[config.mk]
export PLATFORM = sky130hd
export DESIGN_NAME = display_pager
export DESIGN_NICKNAME = d
export VERILOG_FILES = /design/src/rtl/display_pkg.sv /design/src/rtl/display_pager_key_debounce.sv /design/src/rtl/display_pager.sv
export SDC_FILE = /design/constraint.sdc
export NUM_CORES = 1
export LEC_CHECK = 0
export ABC_AREA = 0
export CAP_MARGIN = 20
export CORE_ASPECT_RATIO = 1.2
export CORE_UTILIZATION = 44
export CTS_CLUSTER_DIAMETER = 50
export DETAILED_ROUTE_END_ITERATION = 7
export GPL_TIMING_DRIVEN = 0
export PLACE_DENSITY = 0.78
export SETUP_SLACK_MARGIN = 0.5
export SYNTH_ARGS = -nofsm -noshare
export SYNTH_HDL_FRONTEND = slang
export SYNTH_SLANG_ARGS = --single-unit
[constraint.sdc]
create_clock -name clk -period 1.5 [get_ports clk]
set_input_delay 0.15 -clock clk [delete_from_list [all_inputs] [get_ports clk]]
set_output_delay 0.15 -clock clk [all_outputs]
set_load 0.005 [all_outputs]
[src/rtl/display_pkg.sv]
// Shared constants and the leading-zero blanking helper for the display pager.
package display_pkg;

    localparam int NUM_DIGITS       = 4;
    localparam int NIBBLE_W         = 4;
    localparam int DEFAULT_DEBOUNCE = 50000;

    localparam logic PAGE_LO = 1'b0;
    localparam logic PAGE_HI = 1'b1;

    // Digit 0 is never blanked so an all-zero half still shows a single "0".
    function automatic logic [NUM_DIGITS-1:0] lead_zero_mask(
        input logic [NUM_DIGITS*NIBBLE_W-1:0] digits
    );
        logic                  run;
        logic [NUM_DIGITS-1:0] mask;
        run  = 1'b1;
        mask = '0;
        for (int i = NUM_DIGITS - 1; i >= 1; i--) begin
            run     = run && (digits[i*NIBBLE_W +: NIBBLE_W] == '0);
            mask[i] = run;
        end
        return mask;
    endfunction

endpackage

[src/rtl/display_pager_key_debounce.sv]
// Synchronizes and debounces an active-low pushbutton; emits one pulse per accepted press.
module key_debounce #(
    parameter int DEBOUNCE_CYCLES = 50000
) (
    input  logic clk,
    input  logic rst,
    input  logic key_n,
    output logic press
);

    localparam int CW_RAW = $clog2(DEBOUNCE_CYCLES);
    localparam int CW     = (CW_RAW < 1) ? 1 : CW_RAW;
    localparam logic [CW-1:0] CNT_LAST = CW'(DEBOUNCE_CYCLES - 1);

    logic          sync0;
    logic          sync1;
    logic          stable;
    logic [CW-1:0] count;

    // Counter only advances while the synced level disagrees with stable, so it tops out at CNT_LAST.
    always_ff @(posedge clk) begin
        if (rst) begin
            sync0  <= 1'b1;
            sync1  <= 1'b1;
            stable <= 1'b1;
            count  <= '0;
            press  <= 1'b0;
        end else begin
            sync0 <= key_n;
            sync1 <= sync0;
            press <= 1'b0;
            if (sync1 == stable) begin
                count <= '0;
            end else if (count == CNT_LAST) begin
                stable <= sync1;
                count  <= '0;
                press  <= stable & ~sync1;
            end else begin
                count <= count + 1'b1;
            end
        end
    end

endmodule

[src/rtl/display_pager.sv]
// Holds a 32-bit word and shows one 16-bit half as four digit nibbles; a key flips the half.
module display_pager
    import display_pkg::*;
#(
    parameter int DEBOUNCE_CYCLES = DEFAULT_DEBOUNCE,
    parameter int LZB             = 1
) (
    input  logic                           clk,
    input  logic                           rst,
    input  logic                           load,
    input  logic [31:0]                    data_in,
    input  logic                           key_n,
    output logic [NUM_DIGITS*NIBBLE_W-1:0] nibbles,
    output logic [NUM_DIGITS-1:0]          blank,
    output logic                           page
);

    logic [31:0] word;
    logic        press;

    key_debounce #(
        .DEBOUNCE_CYCLES(DEBOUNCE_CYCLES)
    ) u_key (
        .clk  (clk),
        .rst  (rst),
        .key_n(key_n),
        .press(press)
    );

    // Load and press are independent, so both land when they coincide.
    always_ff @(posedge clk) begin
        if (rst) begin
            word <= '0;
            page <= PAGE_LO;
        end else begin
            if (load) begin
                word <= data_in;
            end
            if (press) begin
                page <= ~page;
            end
        end
    end

    always_comb begin
        nibbles = (page == PAGE_HI) ? word[31:16] : word[15:0];
        blank   = '0;
        if (LZB != 0) begin
            blank = lead_zero_mask(nibbles);
        end
    end

endmodule

==> results.json, run 1 <==
{
  "path_max_fanout": 7,
  "drive_above_1_share_pct": 34.8,
  "gp_congestion": 0.738,
  "drtPass1Iterations": 4,
  "power_per_cell_area_nw_per_um2": 846,
  "synth.avg_cell_area_um2": 9.94,
  "crit_type": "reg -> out",
  "fin_hold_ws_ns": 0.241,
  "start_util_pct": 46.2,
  "outcome": "finished, violations left",
  "ys_ff_latch": 53,
  "grt.overflow.total": 0,
  "grt_util_all_layers_pct": 19.5,
  "drt_iter0_drc": 67,
  "clock-sinks": 53,
  "die_w_um": 68.0,
  "r2r_end": "u_key.count[0]",
  "ir_drop_uv": 465,
  "grt_max_degree": 17,
  "finalPower_uw": 2930,
  "r2r_cells": 6,
  "routed_wl_um": 5300,
  "holdCritPathClass": "in -> reg",
  "synth_edf_count": 0,
  "timing.rr.start": "u_key.count[1]",
  "wl_per_cell_um": 14.1,
  "ant_nets": 0,
  "hpwl_um": 3490,
  "async_flop_share_pct": 0,
  "setup_viol": 32,
  "cts_tree": "yes",
  "path_clk_slew_ns": 0.10,
  "synth_cell_types": 35,
  "antenna_found_initial": 0,
  "cts_htree_levels": 2,
  "io_buffer_count": 54,
  "die_h_um": 81.2,
  "grt_pass1_wl_um": 8030,
  "drcViolationCount": 0,
  "p_leak_uw": 0.00145,
  "fin_nets": 353,
  "clock_path_buffers": 2,
  "synth_area_um2": 2300,
  "routed_via_density": 4.96,
  "fin_crit_ns": 1.86,
  "hold_viol": 0,
  "area_delta_synth_final_pct": 50.7,
  "root_buffer": "clkbuf_8",
  "drv_slew": 0,
  "placed_area_um2": 3000,
  "synth.yosys.warnings": 0,
  "post-route-period-util_pct": 124,
  "clk_latency_ns": 0.30,
  "cp-startpoint": "page",
  "diodes": 0,
  "fin_util_pct": 69.6,
  "final_area_um2": 3460,
  "rrSetupSlack_ns": -0.08,
  "synth-main-ff-cell": "dfxtp_1",
  "seq_area_frac_synth_pct": 46.2,
  "grt_pass1_vias": 1768,
  "layout_setup_ws_ns": -0.358,
  "syn_nets": 269,
  "ios": 57,
  "fin_skew_ns": 0.00862,
  "row_count": 28,
  "tns_ns": -4.72,
  "cp-start-kind": "register",
  "dieArea_um2": 5510,
  "maxCapViolations": 0,
  "cts_buffers": 5,
  "synthCells": 231,
  "placeableCoreArea_um2": 4970,
  "rsz0062_at_grt": "yes",
  "required_ns": 1.35,
  "critical_path_arrival_ns": 1.71,
  "violations": "setup timing",
  "crit_path_end_kind": "primary output",
  "fmaxAchievable_mhz": 538,
  "endpoint": "blank[1]",
  "dr_total_vias": 1864
}
-- report_power, final --
group	internal, µW	total, µW	switching (µW)
Sequential	1460	1490	34.3
Clock	596	1050	453
Combinational	247	389	142
Total	2300	2930	629
-- cells in the mapped netlist, types with 2 or more instances --
master	count	area share (%)
mux2i_1	32	14
nand3_1	7	1.5
xor2_1	3	1.1
dfxtp_1	53	46
nor4_1	6	1.6
mux2_2	16	7.8
inv_1	6	0.98
buf_2	5	1.1
ha_1	2	1.1
clkbuf_1	5	0.82
xnor2_1	12	4.6
or2_2	2	0.54
nand4_1	2	0.54
nor2_1	53	8.7
nand2_1	3	0.49
nor3_1	4	0.87
or4_1	2	0.65
-- layout by cell type, fill, tap and decap left out, types with 2 or more instances in the layout --
cell and instances:
xnor2_1 11, buf_4 17, clkdlybuf4s50_1 34, nor4_1 4, dfxtp_4 3, nor2_4 5
dfxtp_1 48, nor2_2 6, nor3_1 3, clkbuf_16 2, dfxtp_2 2, or2_2 2
clkbuf_2 5, nor2_1 42, xor2_1 3, clkbuf_4 2, nand2_1 3, clkbuf_8 5
buf_12 2, mux2_2 4, nand4_1 2, mux2_4 12, buf_2 9, mux2i_1 32
nand3_1 7, inv_1 6, buf_6 15
-- registers in the layout (all words and copies together), names as in the netlist --
| signal | cells |
|---|---|
| u_key.stable | 1 |
| page | 1 |
| u_key.sync0 | 1 |
| word | 32 |
| u_key.press | 1 |
| u_key.count | 16 |
| u_key.sync1 | 1 |
-- cell type report --
cell class,count,area (µm²)
sequential,53,1070
clock buffer,6,93.8
timing repair buffer,77,731
fill,364,1510
multi-input combinational,160,1320
tap,60,75.1
inverter,6,22.5
buffer,12,111
clock inverter,2,35.0
-- critical path, stage by stage (launching register included) --
cell and delay [ns]:
dfxtp_4 0.37, buf_12 0.13, mux2_4 0.32, nor4_4 0.30, and3_1 0.18, buf_2 0.10
-- worst min-delay path by stage --
stage                      startpoint           to  slack (ns)  depth (start not counted)
after floorplan                 key_n  u_key.sync0        0.25                          1
after global placement    u_key.sync0  u_key.sync1        0.39                          1
after detailed placement  u_key.sync0  u_key.sync1        0.39                          1
after CTS                        load      word[6]        0.23                          3
after global routing             load      word[6]        0.24                          3
final                            load      word[6]        0.24                          3
-- layer usage --
layer | wire length, µm | global-route usage [%] | part of all wire, %
met1 | 2290 | 23.6 | 43
met2 | 2650 | 33.7 | 50
met3 | 326 | 4.07 | 6.2
met4 | 34 | 5.83 | 0.64
met5 | 0 | 0 | 0
-- repair_timing --
| action | CTS | global route |
|---|---|---|
| cloned | 1 | 1 |
| hold buffers | 0 | 0 |
| endpoints found under the setup margin | 68 | 68 |
| pin swaps | 9 | 4 |
| buffers inserted | 13 | 8 |
| resized for setup | 94 | 36 |
-- logic make-up (layout without fill, tap and decap cells) --
group	after synthesis	after routing	share of synthesized area, %
buffers and inverters	18	103	3.70
other	1	1	0.163
muxes	48	48	21.8
xor gates and xnor gates	15	15	5.72
and+or+nand+nor	89	89	19.2
adders and majority gates	2	2	1.09
DFF	53	53	46.2
AOI/OAI and AO/OA	5	5	2.18
-- metrics by stage --
step	setup slack, ns	cells
after floorplan	0.00492	231
after global placement	-0.635	345
after detailed placement	-0.609	345
after CTS	-0.365	367
after global routing	-0.443	376
final	-0.358	376
No activity file was read; power rests on OpenSTA's default activity.
==> run 2, diff against run 1 <==
--- a/config.mk
+++ b/config.mk
@@ -6,6 +6,7 @@
 export NUM_CORES = 1
 export LEC_CHECK = 0
 export ABC_AREA = 0
+export ABC_CLOCK_PERIOD_IN_PS = 1500
 export CAP_MARGIN = 20
 export CORE_ASPECT_RATIO = 1.2
 export CORE_UTILIZATION = 44
==> results of run 2 <==
Same layout as run 1: the final DEF is identical, and so are final timing and power.
==> run 3, diff against run 2 <==
--- a/config.mk
+++ b/config.mk
@@ -8,12 +8,12 @@
 export ABC_AREA = 0
 export ABC_CLOCK_PERIOD_IN_PS = 1500
 export CAP_MARGIN = 20
-export CORE_ASPECT_RATIO = 1.2
-export CORE_UTILIZATION = 44
+export CORE_UTILIZATION = 46
+export CTS_BUF_LIST = sky130_fd_sc_hd__clkbuf_8
 export CTS_CLUSTER_DIAMETER = 50
 export DETAILED_ROUTE_END_ITERATION = 7
 export GPL_TIMING_DRIVEN = 0
-export PLACE_DENSITY = 0.78
+export PLACE_DENSITY = 0.81
 export SETUP_SLACK_MARGIN = 0.5
 export SYNTH_ARGS = -nofsm -noshare
 export SYNTH_HDL_FRONTEND = slang
==> run 3 against run 2 <==
Compared with the run above: total power is 3.0% lower; critical endpoint unchanged; first-iteration DRC count increased by 18%; critical path depth is the same; clock power fell by 9%; sequential power about the same; global-route usage grew 1.9 points; the flow still finishes with violations (setup timing); clock-buffer cell count is 1 lower; setup slack got worse by 0.049 ns; largest cell class unchanged.
==> results.json, run 3 (synthesis gave the netlist of run 1 again) <==
{
  "grt.overflow.total": 0,
  "pre_cts_ws_ns": -0.638,
  "root_buffer": "clkbuf_8",
  "fin_util_pct": 72.5,
  "cp_top_family": "simple AND/OR/NAND/NOR gates",
  "grt_pass1_vias": 1791,
  "timing.rr.start": "u_key.count[0]",
  "fin_hold_ws_ns": 0.263,
  "setup_viol": 33,
  "start_util_pct": 48.3,
  "cts_htree_levels": 2,
  "timing.critical_path.buf_inv": 2,
  "fmaxAchievable_mhz": 524,
  "die_h_um": 72.7,
  "cp_slowest_cell": "dfxtp_4",
  "violations": "setup timing",
  "required_ns": 1.35,
  "p_leak_uw": 0.00141,
  "rsz0062_at_grt": "yes",
  "outcome": "finished, violations left",
  "finalPower_uw": 2840,
  "ant_nets": 0,
  "wl_per_cell_um": 14.9,
  "max_stage_delay_ns": 0.39,
  "placeableCoreArea_um2": 4750,
  "fin_skew_ns": 0.0116,
  "drv_slew": 0,
  "most-common-layout-cells": "47 x dfxtp_1, 42 x nor2_1, 34 x clkdlybuf4s50_1",
  "diodes": 0,
  "gp_congestion": 0.800,
  "ir_drop_uv": 525,
  "drt_iter0_drc": 79,
  "cts_buffers": 5,
  "fin_crit_ns": 1.91,
  "cp-startpoint": "page",
  "endpoint": "blank[1]",
  "maxCapViolations": 0,
  "crit_path_end_kind": "primary output",
  "met3_usage_pct": 5.11,
  "ios": 57,
  "drive_above_1_share_pct": 31.5,
  "dieArea_um2": 5280,
  "grt_max_degree": 17,
  "critical_path_arrival_ns": 1.76,
  "die_w_um": 72.7,
  "layout_setup_ws_ns": -0.407,
  "grt_util_all_layers_pct": 21.4,
  "grt_pass1_wl_um": 8480,
  "cts_tree": "yes",
  "clock_path_buffers": 2,
  "largest_register": "word",
  "crit_type": "reg -> out",
  "post-route-period-util_pct": 127,
  "cp.depth": 5,
  "path_max_fanout": 8,
  "holdCritPathClass": "in -> reg",
  "dr_total_vias": 1903,
  "crit_chain": "buf_8 > mux2_4 > nor4_4 > and3_1 > buf_2",
  "top_regs": "word x32, u_key.count x16",
  "routed_wl_um": 5610,
  "io_buffer_count": 54,
  "path_clk_slew_ns": 0.10,
  "cp-start-kind": "register",
  "layout_commonest_cell": "dfxtp_1",
  "drtPass1Iterations": 4,
  "clock-sinks": 53,
  "hold_viol": 0,
  "power_per_cell_area_nw_per_um2": 824,
  "routed_via_density": 5.07,
  "antenna_found_initial": 0,
  "grt.met1_usage_pct": 26.8,
  "clk_latency_ns": 0.31,
  "grt_busiest_layer": "met2",
  "fin_nets": 345,
  "rrSetupSlack_ns": -0.04,
  "hpwl_um": 3570,
  "area_delta_synth_final_pct": 50.1,
  "grt_use_met2_pct": 36.1,
  "r2r_end": "u_key.count[8]",
  "r2r_cells": 6,
  "drcViolationCount": 0,
  "largest_reg_flops": 32,
  "row_count": 25
}
-- run 3: cell type report --
cell class | count | area [µm²]
clock buffer | 5 | 68.8
tap | 67 | 83.8
inverter | 6 | 22.5
fill | 342 | 1310
sequential | 53 | 1080
timing repair buffer | 69 | 666
clock inverter | 3 | 42.5
buffer | 12 | 103
multi-input combinational | 160 | 1390
-- run 3: power breakdown --
group / leakage [µW] / internal, µW / switching, µW
combinational: 0.000910 / 242 / 147
clock: 0.0000595 / 495 / 464
sequential: 0.000438 / 1460 / 38.2
total: 0.00141 / 2190 / 648
-- run 3: routing by layer --
metal	share of wire [%]	up-vias
li1	-	936
met1	44	906
met2	51	52
met3	4.1	9
met4	1.4	0
met5	0	-
-- run 3: how the worst min path moves through the flow --
stage                startpoint     endpoint  cells past startpoint
finish                     load      word[7]                      3
global route               load      word[6]                      3
CTS                        load      word[6]                      3
detailed placement  u_key.sync0  u_key.sync1                      1
global placement    u_key.sync0  u_key.sync1                      1
floorplan                 key_n  u_key.sync0                      1
-- run 3: worst reg2reg max path, delay by kind of cell (launching register included) --
| kind | cells | cell delay [ns] |
|---|---|---|
| AND/OR/NAND/NOR | 3 | 0.45 |
| flip-flops | 1 | 0.36 |
| AO/OA/AOI/OAI | 1 | 0.36 |
| adder cells (fa/ha/maj) | 1 | 0.15 |
| buffers and inverters | 1 | 0.15 |
-- run 3: through the flow --
stage          area, µm²  TNS (ns)  std cells
4_1_cts             3290     -4.19        371
6_report            3450     -4.42        375
2_1_floorplan       2380         0        231
3_3_place_gp        3000     -7.11        352
3_5_place_dp        3000     -8.31        352
5_1_grt             3450     -5.97        375
-- run 3: repair_timing --
item / in CTS / in global routing
gates resized for setup: 82 / 29
cloned: 1 / 1
pin swaps: 9 / 7
buffers inserted: 10 / 3
setup endpoints to repair: 68 / 41
hold buffers: 0 / 0
